===== config.mk =====
export PLATFORM = sky130hd
export DESIGN_NAME = maj7_tt_sweeper
export DESIGN_NICKNAME = d
export VERILOG_FILES = /design/src/rtl/maj7_tt_sweeper.sv
export SDC_FILE = /design/constraint.sdc
export NUM_CORES = 1
export LEC_CHECK = 0
export BUFFER_PORTS_ARGS = -buffer_cell sky130_fd_sc_hd__buf_4
export CAP_MARGIN = 20
export CORE_UTILIZATION = 56
export DETAILED_ROUTE_END_ITERATION = 16
export GPL_ROUTABILITY_DRIVEN = 0
export MAX_ROUTING_LAYER = met4
export PLACE_DENSITY_LB_ADDON = 0.1
export SKIP_CTS_REPAIR_TIMING = 1
export SLEW_MARGIN = 5
export SYNTH_ARGS = -nofsm -noshare
export SYNTH_HDL_FRONTEND = slang
export SYNTH_SLANG_ARGS = --single-unit

===== constraint.sdc =====
create_clock -name i_clk -period 4.48 [get_ports i_clk]
set_input_delay 0.224 -clock i_clk [delete_from_list [all_inputs] [get_ports i_clk]]
set_output_delay 0.224 -clock i_clk [all_outputs]
set_load 0.01 [all_outputs]

===== src/rtl/maj7_tt_sweeper.sv =====
// Truth-table sweeper for a small combinational network under test.
// Issues every input vector in ascending order, captures the network output
// into a 2^N_IN-bit table and presents it with a valid/ready handshake.
// Optional feature macro: TT_ONES_EN adds o_ones_cnt (number of 1s in o_tt).
`timescale 1ns/1ps

module maj7_tt_sweeper #(
  parameter int unsigned N_IN     = 7,
  parameter int unsigned PIPE_LAT = 0
) (
  input  logic                   i_clk,
  input  logic                   i_rst_n,
  input  logic                   i_start,
  input  logic                   i_abort,
  output logic                   o_busy,
  output logic [N_IN-1:0]        o_x_out,
  input  logic                   i_f_in,
  output logic [(1<<N_IN)-1:0]   o_tt,
  output logic                   o_tt_valid,
`ifdef TT_ONES_EN
  input  logic                   i_tt_ready,
  output logic [N_IN:0]          o_ones_cnt
`else
  input  logic                   i_tt_ready
`endif
);

  localparam int unsigned TtW  = 1 << N_IN;
  // Drain counter runs 0..PIPE_LAT-1; keep at least one bit when unused.
  localparam int unsigned DrnW = (PIPE_LAT > 1) ? $clog2(PIPE_LAT) : 1;
  localparam logic [DrnW-1:0] DrnLast = (PIPE_LAT > 0) ? DrnW'(PIPE_LAT - 1) : '0;
  localparam logic [N_IN:0]   IdxLast = (N_IN + 1)'(TtW - 1);

  typedef enum logic [1:0] {StIdle, StSweep, StDrain, StHold} state_e;

  state_e            r_state;
  state_e            w_state_nxt;
  logic [N_IN:0]     r_idx;
  logic [DrnW-1:0]   r_drn_cnt;
  logic [TtW-1:0]    r_tt;
  logic              w_accept;
  logic              w_last_issue;
  logic              w_flush;
  logic              w_cap_vld;
  logic [N_IN-1:0]   w_cap_idx;

  assign w_accept     = (r_state == StIdle) & i_start & ~i_abort;
  assign w_last_issue = (r_state == StSweep) & (r_idx == IdxLast);
  assign w_flush      = i_abort & ((r_state == StSweep) | (r_state == StDrain));

  // State register
  always_ff @(posedge i_clk or negedge i_rst_n) begin
    if (!i_rst_n) r_state <= StIdle;
    else          r_state <= w_state_nxt;
  end

  // Next-state logic; abort only matters while a sweep is in flight
  always_comb begin
    w_state_nxt = r_state;
    unique case (r_state)
      StIdle:  if (w_accept) w_state_nxt = StSweep;
      StSweep: begin
        if (i_abort)           w_state_nxt = StIdle;
        else if (w_last_issue) w_state_nxt = (PIPE_LAT > 0) ? StDrain : StHold;
      end
      StDrain: begin
        if (i_abort)                   w_state_nxt = StIdle;
        else if (r_drn_cnt == DrnLast) w_state_nxt = StHold;
      end
      StHold:  if (i_tt_ready) w_state_nxt = StIdle;
      default: w_state_nxt = StIdle;
    endcase
  end

  // Outputs decoded from state; x_out is only driven during the sweep
  always_comb begin
    o_busy     = (r_state == StSweep) | (r_state == StDrain);
    o_tt_valid = (r_state == StHold);
    o_x_out    = (r_state == StSweep) ? r_idx[N_IN-1:0] : '0;
  end

  // Vector index and drain counter; both restart from zero outside their state
  always_ff @(posedge i_clk or negedge i_rst_n) begin
    if (!i_rst_n) begin
      r_idx     <= '0;
      r_drn_cnt <= '0;
    end else begin
      if ((r_state == StSweep) && !i_abort && !w_last_issue) r_idx <= r_idx + 1'b1;
      else                                                   r_idx <= '0;
      if (r_state == StDrain) r_drn_cnt <= r_drn_cnt + 1'b1;
      else                    r_drn_cnt <= '0;
    end
  end

  if (PIPE_LAT == 0) begin : g_nopipe
    assign w_cap_vld = (r_state == StSweep);
    assign w_cap_idx = r_idx[N_IN-1:0];
  end else begin : g_pipe
    logic [PIPE_LAT-1:0] r_tag_vld;
    logic [N_IN-1:0]     r_tag_idx [PIPE_LAT];

    // Tagged index delay line matching the network latency
    always_ff @(posedge i_clk or negedge i_rst_n) begin
      if (!i_rst_n) begin
        r_tag_vld <= '0;
        for (int i = 0; i < int'(PIPE_LAT); i++) r_tag_idx[i] <= '0;
      end else if (w_flush) begin
        r_tag_vld <= '0;
      end else begin
        r_tag_vld[0] <= (r_state == StSweep);
        r_tag_idx[0] <= r_idx[N_IN-1:0];
        for (int i = 1; i < int'(PIPE_LAT); i++) begin
          r_tag_vld[i] <= r_tag_vld[i-1];
          r_tag_idx[i] <= r_tag_idx[i-1];
        end
      end
    end

    assign w_cap_vld = r_tag_vld[PIPE_LAT-1];
    assign w_cap_idx = r_tag_idx[PIPE_LAT-1];
  end

  // Truth table: cleared on start accept, one bit written per tagged sample
  always_ff @(posedge i_clk or negedge i_rst_n) begin
    if (!i_rst_n)       r_tt <= '0;
    else if (w_accept)  r_tt <= '0;
    else if (w_cap_vld) r_tt[w_cap_idx] <= i_f_in;
  end

  assign o_tt = r_tt;

`ifdef TT_ONES_EN
  logic [N_IN:0] r_ones_cnt;

  // Running population count of the captured bits
  always_ff @(posedge i_clk or negedge i_rst_n) begin
    if (!i_rst_n)       r_ones_cnt <= '0;
    else if (w_accept)  r_ones_cnt <= '0;
    else if (w_cap_vld) r_ones_cnt <= r_ones_cnt + (N_IN + 1)'(i_f_in);
  end

  assign o_ones_cnt = r_ones_cnt;
`endif

endmodule


After elaboration in Yosys (flattened, before gate mapping) --
Cells that the tools add are included.
Word-level totals: output and inout bits 137, register bits 139
Cells by class: $add $sub $neg 2, magnitude comparators 2, mux-type cells 15, bitwise operators 5, reduce and logical (&&, ||, !) cells 8, equal/unequal tests 8
Operators by type and width (number):
- $mux W128 | 2
- $bwmux W128 | 1
- $mux W2 | 6
- $add A8 B1 Y8 const B | 1
- $eq A8 B7 Y1 const B | 1
- $lt A7 B8 Y1 const B | 1
- $mux W8 | 1
- $pmux W2 S4 | 1
- $demux W1 S7 | 1
- $ge A7 B1 Y1 const B | 1
- $mux W7 | 1
- $ne A3 B3 Y1 const B | 2
- $eq A2 B2 Y1 const B | 2
- $reduce_and A4 Y1 | 1
- $and A1 B1 Y1 | 3
- $logic_and A1 B1 Y1 | 3
- $eq A2 B1 Y1 const B | 1
- $logic_not A1 Y1 | 2
- $logic_not A2 Y1 | 1
- $mux W1 | 2
- $ne A2 B1 Y1 const B | 1
- $ne A2 B2 Y1 const B | 1
- $reduce_bool A2 Y1 | 1
- $add A1 B1 Y1 const B | 1
- other kinds (2) | 2

Longest topological paths before layout --
word-level depth 7, gate-level depth with buffers 8, depth with buffers taken out 6

Worst setup path after synthesis --
No wires, ideal clock.
path kind flip-flop to flip-flop, start register r_state[1], end register r_tt[33] (netlist: o_tt[33]), stages on the path, launching flop included 9, slack 2.755 ns, data required time 4.402 ns, path buffers 2, arrival 1.647 ns, cell sequence dfrtp_1 > inv_1 > ha_1 > buf_2 > nand2_1 > nor3_2 > buf_2 > nand3_1 > a21oi_1
On the way: word-level cells in the longest chain between the ends 4, elaborated cells between the ends (all ways) 6, classes of those cells 1 x eq/ne; 1 x mux; 2 x bitwise; 2 x reduce/logical
Ends and longest elaborated chain:
- start, declared | RTL line 36 | state_e r_state;
- start signal, assigned | RTL line 53 | if (!i_rst_n) r_state <= StIdle;
- start signal, assigned | RTL line 54 | else r_state <= w_state_nxt;
- $logic_not A2 Y1 | RTL line 47 | assign w_accept = (r_state == StIdle) & i_start & ~i_abort;
- $and A1 B1 Y1 (2 in a row) | RTL line 47
- $mux W128 / $reduce_bool A2 Y1 (equally long branches)
- end signal, assigned by index | RTL line 127 | else if (w_cap_vld) r_tt[w_cap_idx] <= i_f_in;
- end, declared | RTL line 40 | logic [TtW-1:0] r_tt;
Parallel ways exist; a longest one is shown, timed or not. A chain may end at the register's enable or synchronous reset.

Final worst setup path --
start register r_state[1], end register r_tt[94] (netlist: o_tt[94])
The elaborated chain is that of the path after synthesis.

==> metrics.cfg <==
[cells_and_area]
multi_input_area_mm2 = 0.002688
fillers = 860
seqCellArea_mm2 = 0.003478
layout-drive-gt1-share_pct = 23.33
final_util_pct = 73.73
finalNetCount = 821
area_delta_synth_final_pct = 25.90
num_antenna_cells = 0

[sta]
fin_tns_setup_ns = 0
grt_setup_unrepaired = no
hold_viol_final = 0
tightest_slew_ns = 1.098
fin_worst_skew_ns = 0.007014
fin_crit_ns = 2.923
fin_crit_sh_pct = 65.24
fmax_mhz = 342.2
maxSlewHeadroom_pct = 26.26
fin_ws_ns = 1.557
hold-worst-slack_ns = 0.1828
drv_slew = 0
setup_violations = 0

[power_and_ir_drop]
p_int_uw = 2754
p_sw_share_pct = 30.40
clockPowerShare_pct = 37.0
power_uw = 3956
switching_power_uw = 1203
power_density_mw_per_mm2 = 486.4
leakage_uw = 0.003834
comb_power_share_pct = 23.3
peakVddDrop_v = 0.0002632
seqPwrFrac_pct = 39.7

[routing]
wl_mm = 20.68
drc = 0
via_count = 6257
first_iter_violations = 726
routedWlPerCell_um = 21.47
ant_nets = 0
drt_pass1_iterations = 8
viasPerCell = 6.497

[grt]
grt_pass1_wl_mm = 31.87
grt_pass1_vias = 5955
grt_start_max_net_pins = 129
antenna_found_initial = 0
grt.overflow.total = 0
grt.total_usage_pct = 36.94

[critical_path]
worst-r2r-cell-count = 5
cp-endpoint = o_tt[94]$_DFFE_PN0P_
worst_setup_path_start_kind = flop
rrSetupSlack_ns = 1.56
arrival_ns = 3.17
path_class = reg -> reg
r2r-end = o_tt[94]$_DFFE_PN0P_
crit_path_start = r_state[1]$_DFFE_PN0P_
critPathMaxFanout = 34
cp.required_ns = 4.73
cp-end-kind = flop
reg2reg_from = r_state[1]$_DFFE_PN0P_

[yosys]
synth_top_area_share_pct = 53.84
synth-seq-cells = 139
synthesis.nets = 715
synth_edf_count = 0
syn_area_mm2 = 0.006460
syn_area_per_cell_um2 = 9.176
synthFlopType = dfrtp_1
yosys-top-cells-count = dfrtp_1 (139), nand3_1 (133), a21oi_1 (118), o21ai_0 (112), clkbuf_1 (41)
yosysSeqAreaShare_pct = 53.84
ys_types = 35
synth.area.top_cells = dfrtp_1 (54%), nand3_1 (10%), a21oi_1 (9.1%)
synth.most_common_cell = dfrtp_1
synth_warnings = 0
yosysTopAreaCell = dfrtp_1
ys_async_sr_fraction_pct = 100.0
synthCells = 704

[run_status]
status = finished clean

[run]
maxCapViolCount = 0

[clocking]
clk_pin_slew_ns = 0.06
cts_tree = built
clock-sinks = 139
cts.htree.levels = 4
root_buffer = clkbuf_16
numCtsBuffers = 17
clk_latency_ns = 0.42
clock_path_buffers = 2

[die]
core_area_mm2 = 0.01103
dieArea_mm2 = 0.01197
die_h_um = 109.4
die_w_um = 109.4
start_util_pct = 58.56
pin_count = 143
rows = 38

[placed_design]
port_buffers = 142
place_ws_ns = 1.670
post-dp-hpwl_mm = 12.67

[hold_path]
hold_class = in -> reg

## worst min-delay path by stage
stage / endpoint / cells after the start / slack, ns / startpoint
6_report: r_idx[0]$_DFF_PN0_ / 4 / 0.18 / i_abort
5_1_grt: r_idx[1]$_DFF_PN0_ / 4 / 0.21 / i_abort
4_1_cts: o_tt[26]$_DFFE_PN0P_ / 1 / -0.07 / i_rst_n
3_5_place_dp: o_tt[26]$_DFFE_PN0P_ / 1 / 0.38 / i_rst_n
3_3_place_gp: o_tt[26]$_DFFE_PN0P_ / 1 / 0.37 / i_rst_n
2_1_floorplan: o_tt[0]$_DFFE_PN0P_ / 0 / -0.07 / i_rst_n
## flip-flops by register name, summed over array words and instances, names as in the netlist
name and cells:
r_state 2, r_drn_cnt 1, r_idx 8, o_tt 128
## cells in the final DEF (no fill, tap or decap), drive strengths merged
cell,n
a21oi,118
and2,12
and2b,2
and3,1
and3b,2
buf,149
bufinv,3
clkbuf,26
clkinv,4
dfrtp,139
dlygate4sd3,1
ha,5
inv,5
mux2i,14
nand2,23
nand2b,6
nand3,133
nand4,5
nor2,28
nor2b,7
nor3,8
nor3b,2
nor4,1
nor4bb,2
o2111ai,1
o21a,1
o21ai,118
o311ai,1
or3,2
xnor2,2
xor2,2
## layout make-up
type / instances / share of cell area (%)
sequential: 139 / 42.77
multi-input combinational: 496 / 33.05
timing repair buffer: 151 / 14.23
clock buffer: 25 / 6.215
tap: 140 / 2.154
clock inverter: 7 / 1.354
inverter: 5 / 0.2308
## critical path: stages, from the launching register on
cell and delay [ns]:
dfrtp_1 0.40, inv_1 0.11, ha_1 0.82, nand2_1 0.80, o21ai_0 0.48, a21oi_1 0.13
## metrics by stage
stage | area (um2) | cells
after global routing | 8133 | 963
after global placement | 7456 | 926
after detailed placement | 7463 | 927
after CTS | 8079 | 959
final | 8133 | 963
after floorplan | 6460 | 704
## cells by family after synthesis
| group | after synthesis | share of synthesized area (%) |
|---|---|---|
| fa+ha+maj | 5 | 0.9684 |
| flops | 139 | 53.84 |
| simple gates | 234 | 18.92 |
| buf+inv | 69 | 4.610 |
| xor+xnor | 4 | 0.5424 |
| mux | 14 | 2.169 |
| compound gates | 239 | 18.94 |
## power groups by stage
stage | Sequential [uW] | Combinational, uW | Clock [uW]
floorplan | 1620 | 439 | 0
global placement | 1580 | 870 | 0
detailed placement | 1580 | 909 | 0
CTS | 1560 | 913 | 1460
global route | 1580 | 1000 | 1520
finish | 1570 | 923 | 1460
## metal layers
metal,global-route usage (%),part of all wire (%),vias up
met2,54.36,47,440
met4,17.90,3.8,0
met3,6.758,11,62
met5,-,0,-
li1,-,-,2714
met1,49.64,38,3041
(Power assumes the default switching activity.)
